File: src/rtl/multi_cycle_cpu.sv
// Multi-cycle MIPS-subset core with one shared req/ready memory port,
// run gating, illegal-instruction trap, retire counter and debug GPR read.
module multi_cycle_cpu #(
    parameter int unsigned ADDR_W   = 10,
    parameter logic [31:0] RESET_PC = 32'h0
) (
    input  logic              clock,
    input  logic              reset,
    input  logic              run,
    output logic              mem_req,
    output logic              mem_we,
    output logic [ADDR_W-1:0] mem_addr,
    output logic [31:0]       mem_wdata,
    input  logic [31:0]       mem_rdata,
    input  logic              mem_ready,
    input  logic [4:0]        test_addr,
    output logic [31:0]       test_out,
    output logic [ADDR_W-1:0] pc,
    output logic [2:0]        state,
    output logic              trap,
    output logic [31:0]       retired
);

    localparam logic [5:0] OP_RTYPE = 6'b000000;
    localparam logic [5:0] OP_J     = 6'b000010;
    localparam logic [5:0] OP_BEQ   = 6'b000100;
    localparam logic [5:0] OP_ADDI  = 6'b001000;
    localparam logic [5:0] OP_LW    = 6'b100011;
    localparam logic [5:0] OP_SW    = 6'b101011;

    localparam logic [5:0] F_ADD = 6'b100000;
    localparam logic [5:0] F_SUB = 6'b100010;
    localparam logic [5:0] F_AND = 6'b100100;
    localparam logic [5:0] F_OR  = 6'b100101;
    localparam logic [5:0] F_SLT = 6'b101010;

    typedef enum logic [2:0] {
        S_FETCH  = 3'd0,
        S_DECODE = 3'd1,
        S_EXEC   = 3'd2,
        S_MEM    = 3'd3,
        S_WB     = 3'd4,
        S_TRAP   = 3'd7
    } state_e;

    state_e            state_q;
    logic [ADDR_W-1:0] pc_q;
    logic [31:0]       ir_q;
    logic [31:0]       a_q;
    logic [31:0]       b_q;
    logic [31:0]       imm_q;
    logic [31:0]       alu_q;
    logic [31:0]       mdr_q;
    logic [31:0]       retired_q;
    logic              trap_q;
    logic              fetch_pend_q;
    logic [31:0]       gpr_q [32];

    logic [5:0]  opcode;
    logic [5:0]  funct;
    logic [4:0]  rs;
    logic [4:0]  rt;
    logic [4:0]  rd;
    logic        legal_d;
    logic [31:0] alu_d;
    logic [31:0] br_off_d;
    logic [4:0]  wb_dest_d;
    logic [31:0] wb_data_d;
    logic        mem_fire;

    assign opcode = ir_q[31:26];
    assign rs     = ir_q[25:21];
    assign rt     = ir_q[20:16];
    assign rd     = ir_q[15:11];
    assign funct  = ir_q[5:0];

    // Opcode / funct legality check used in DECODE
    always_comb begin
        legal_d = 1'b0;
        case (opcode)
            OP_RTYPE: legal_d = (funct == F_ADD) || (funct == F_SUB) || (funct == F_AND)
                                || (funct == F_OR) || (funct == F_SLT);
            OP_J, OP_BEQ, OP_ADDI, OP_LW, OP_SW: legal_d = 1'b1;
            default:  legal_d = 1'b0;
        endcase
    end

    // ALU: R-type ops, otherwise base + immediate for addi/lw/sw
    always_comb begin
        alu_d = a_q + imm_q;
        if (opcode == OP_RTYPE) begin
            case (funct)
                F_ADD:   alu_d = a_q + b_q;
                F_SUB:   alu_d = a_q - b_q;
                F_AND:   alu_d = a_q & b_q;
                F_OR:    alu_d = a_q | b_q;
                F_SLT:   alu_d = {31'b0, $signed(a_q) < $signed(b_q)};
                default: alu_d = a_q + b_q;
            endcase
        end
    end

    assign br_off_d  = {imm_q[29:0], 2'b00};
    assign wb_dest_d = (opcode == OP_RTYPE) ? rd : rt;
    assign wb_data_d = (opcode == OP_LW) ? mdr_q : alu_q;

    // Memory port: a fetch request, once raised, is held until it completes
    assign mem_req   = !reset && (((state_q == S_FETCH) && (run || fetch_pend_q))
                                  || (state_q == S_MEM));
    assign mem_we    = (state_q == S_MEM) && (opcode == OP_SW);
    assign mem_addr  = (state_q == S_MEM) ? {alu_q[ADDR_W-1:2], 2'b00} : pc_q;
    assign mem_wdata = b_q;
    assign mem_fire  = mem_req && mem_ready;

    assign test_out = (test_addr == 5'd0) ? 32'd0 : gpr_q[test_addr];
    assign pc       = pc_q;
    assign state    = state_q;
    assign trap     = trap_q;
    assign retired  = retired_q;

    // Main FSM and architectural state
    always_ff @(posedge clock or posedge reset) begin
        if (reset) begin
            state_q      <= S_FETCH;
            pc_q         <= RESET_PC[ADDR_W-1:0];
            ir_q         <= '0;
            a_q          <= '0;
            b_q          <= '0;
            imm_q        <= '0;
            alu_q        <= '0;
            mdr_q        <= '0;
            retired_q    <= '0;
            trap_q       <= 1'b0;
            fetch_pend_q <= 1'b0;
            for (int i = 0; i < 32; i++) begin
                gpr_q[i] <= '0;
            end
        end else begin
            case (state_q)
                S_FETCH: begin
                    if (mem_fire) begin
                        ir_q         <= mem_rdata;
                        pc_q         <= pc_q + ADDR_W'(4);
                        fetch_pend_q <= 1'b0;
                        state_q      <= S_DECODE;
                    end else if (mem_req) begin
                        fetch_pend_q <= 1'b1;
                    end
                end
                S_DECODE: begin
                    a_q   <= gpr_q[rs];
                    b_q   <= gpr_q[rt];
                    imm_q <= {{16{ir_q[15]}}, ir_q[15:0]};
                    if (opcode == OP_J) begin
                        pc_q      <= {ir_q[ADDR_W-3:0], 2'b00};
                        retired_q <= retired_q + 32'd1;
                        state_q   <= S_FETCH;
                    end else if (!legal_d) begin
                        trap_q  <= 1'b1;
                        state_q <= S_TRAP;
                    end else begin
                        state_q <= S_EXEC;
                    end
                end
                S_EXEC: begin
                    if (opcode == OP_BEQ) begin
                        if (a_q == b_q) begin
                            pc_q <= pc_q + br_off_d[ADDR_W-1:0];
                        end
                        retired_q <= retired_q + 32'd1;
                        state_q   <= S_FETCH;
                    end else begin
                        alu_q   <= alu_d;
                        state_q <= ((opcode == OP_LW) || (opcode == OP_SW)) ? S_MEM : S_WB;
                    end
                end
                S_MEM: begin
                    if (mem_fire) begin
                        if (opcode == OP_SW) begin
                            retired_q <= retired_q + 32'd1;
                            state_q   <= S_FETCH;
                        end else begin
                            mdr_q   <= mem_rdata;
                            state_q <= S_WB;
                        end
                    end
                end
                S_WB: begin
                    if (wb_dest_d != 5'd0) begin
                        gpr_q[wb_dest_d] <= wb_data_d;
                    end
                    retired_q <= retired_q + 32'd1;
                    state_q   <= S_FETCH;
                end
                default: begin
                    state_q <= S_TRAP;
                end
            endcase
        end
    end

endmodule
File: config.mk
export PLATFORM = sky130hd
export DESIGN_NAME = multi_cycle_cpu
export DESIGN_NICKNAME = d
export VERILOG_FILES = /design/src/rtl/multi_cycle_cpu.sv
export SDC_FILE = /design/constraint.sdc
export NUM_CORES = 2
export LEC_CHECK = 0
export ABC_AREA = 1
export BUFFER_PORTS_ARGS = -buffer_cell sky130_fd_sc_hd__buf_2
export CORE_UTILIZATION = 47
export DETAILED_ROUTE_END_ITERATION = 8
export SLEW_MARGIN = 40
export SYNTH_ARGS = -nofsm -noshare
export SYNTH_HDL_FRONTEND = slang
export SYNTH_SLANG_ARGS = --single-unit
File: constraint.sdc
create_clock -name clock -period 92.6 [get_ports clock]
set_input_delay 13.89 -clock clock [delete_from_list [all_inputs] [get_ports clock]]
set_output_delay 13.89 -clock clock [all_outputs]
set_load 0.05 [all_outputs]
==> impl_metrics.toml <==
[status]
outcome = "completed"

[setup_path]
endpoint_kind = "output port"
crit_slowest_cell = "a31oi_1"
cp_top_family = "buffers and inverters"
criticalPathCategory = "input port to output port"
worst-path-buf-inv = 5
crit_required_ns = 78.71
cp-start-kind = "input port"
critical_path.most_common_cell = "buf_4"
worstPathMaxFanout = 77
crit_arrival_ns = 18.37
cp_slowest_stage_delay_ns = 0.78
path_cells = "clkbuf_8, buf_4, buf_4, buf_6, o21ai_0, o221ai_1, nand3_1, a31oi_1, buf_2"

[flow_run]
drv_cap = 0

[die]
core_um2 = 169500
fp.dieArea_um2 = 172600
die_w_um = 415.4
initial_core_util_pct = 47.41
rows = 151
pin_count = 163
die_y_um = 415.4

[clock_tree]
insertion_delay_ns = 0.86
hold_buffers = 0
cts_tree = "done"
cts.sinks = 1245
clock_path_buffers = 3
numCtsBuffers = 152
cts_setup_buffers = 0
cts_resized = 0
htree_levels = 4
cts-root-buf = "clkbuf_16"
clk_pin_slew_worst_paths_ns = 0.06

[timing]
rsz0062_at_grt = "false"
setup_viol = 0
max_freq_mhz = 31.00
hold_viol_final = 0
tightestPinTransition_ns = 1.073
max_slew_margin_pct = 28.19
whs_ns = 0.4260
finalSetupTns_ns = 0
slew_viol_final = 0
finalCriticalPeriod_ns = 32.25
worst_clock_skew_ns = 0.04311
fin_crit_sh_pct = 34.83

[layout]
fin_cells = 13380
ff_latch_area_um2 = 31190
layout.nets = 11220
multiInputGateArea_um2 = 43330
nFillCells = 16640
drive_above_1_share_pct = 6.723
area_growth_syn_to_layout_pct = 8.440

[logic_synthesis]
synth_cells = 11620
synth-edff-count = 0
synth_area_um2 = 80340
ys.flop_type = "dfrtp_1"
ys_ff_latch = 1245
synth_area_leaders = "dfrtp_1 (39%), o21ai_0 (17%), nor2_1 (9.7%)"
yosysTopAreaCellShare_pct = 38.78
yosysMostFrequentCell = "o21ai_0"
ys_seq_area_share_pct = 38.78
yosysWarnings = 0
synth_cell_types = 52
yosys.area.top_type = "dfrtp_1"
async_reset_ff_share_pct = 100.0
syn_area_per_cell_um2 = 6.916
yosys-top-cells-count = "o21ai_0 (2719), nor2_1 (2066), nand2_1 (1803)"

[global_route]
antenna_found_initial = 27
grt_pass1_wl_um = 555100
grt_overflow = 0
grt_pass1_vias = 81290
grt_start_max_net_pins = 169
grt_use_total_pct = 42.87

[route]
drcViolationCount = 0
firstDrtPassIters = 9
wire_per_inst_um = 28.52
vias = 88880
first_iter_violations = 13870
wl_um = 381500
via_per_inst = 6.642
ant_nets = 0

[power_and_ir_drop]
powerDensity_nw_per_um2 = 39.42
p_total_mw = 3.435
peakVddDrop_v = 0.00002797
p_leak_nw = 38.33

[min_path]
hp-class = "register to register"

[place]
port_buffers = 158
placedCellCount = 13100
dp_hpwl_um = 227300
place.gp.congestion = 1.033
## path summary, 6_finish.rpt
path	from	endpoint	slack, ns	cells past startpoint
worst max-delay path	test_addr[1]	test_out[6]	60.35	9
worst min-delay path	gpr_q[1019]$_DFFE_PP0P_	gpr_q[1019]$_DFFE_PP0P_	0.43	0
worst max register to register	ir_q[16]$_DFFE_PP0P_	mem_wdata[16]$_DFFE_PP0P_	87.15	10
worst min register to register	gpr_q[1019]$_DFFE_PP0P_	gpr_q[1019]$_DFFE_PP0P_	0.43	0
max in group asynchronous	reset	gpr_q[714]$_DFFE_PP0P_	75.93	7
min in group asynchronous	reset	imm_q[6]$_DFFE_PP0P_	13.21	2
## cell families after synthesis
family	after synthesis	share of synthesized area, %
compound gates	4256	29.30
xor+xnor	51	0.5560
fa+ha+maj	139	2.202
buf+inv	1561	7.543
flops	1245	38.78
mux	4	0.05606
other cells	1	0.004668
simple gates	4360	21.55
## area by class of cell
| class | instances | area share (%) |
|---|---|---|
| well taps | 2218 | 3.185 |
| multi-input cells | 8814 | 49.74 |
| inverters | 497 | 2.238 |
| diodes | 6 | 0.01723 |
| repair buffers | 326 | 2.803 |
| flip-flops and latches | 1245 | 35.80 |
| clock inverters | 70 | 1.252 |
| clock buffers | 204 | 4.964 |
## through the flow
stage	cell area (um^2)	utilization, %	setup slack [ns]
floorplan	80350	-	43.63
global placement	81330	47.99	60.23
detailed placement	81550	48.12	60.56
CTS	86970	51.32	60.55
global route	87100	51.40	60.44
finish	87120	51.41	60.35
## layout by cell type, fill, tap and decap left out, types with 116 or more instances in the layout
master,instances
a21oi_1,305
buf_2,154
buf_4,116
clkbuf_16,156
dfrtp_1,1235
ha_1,135
inv_1,437
nand2_1,1802
nand3_1,308
nor2_1,2063
o21ai_0,2706
o21ai_1,196
o221ai_1,272
o22ai_1,580
## registers in the layout (all words and copies together) (netlist names), 3 cells and up
signal and cells:
alu_q 32, mdr_q 32, mem_wdata 32, state 3, gpr_q 1024, retired 32, pc 8, a_q 32
imm_q 16, ir_q 32
## routing by layer
metal	vias up	wire [um]	track usage (%)
li1	38640	-	-
met1	41970	146200	56.68
met2	6707	154400	60.63
met3	1523	54340	13.82
met4	32	26450	26.13
met5	-	208	0
## report_power, final
group	internal [mW]	total, mW	switching (mW)
Clock	0.400	0.660	0.259
Combinational	0.522	1.83	1.31
Sequential	0.721	0.940	0.219
Note: power is estimated with default switching activity, not from simulation.
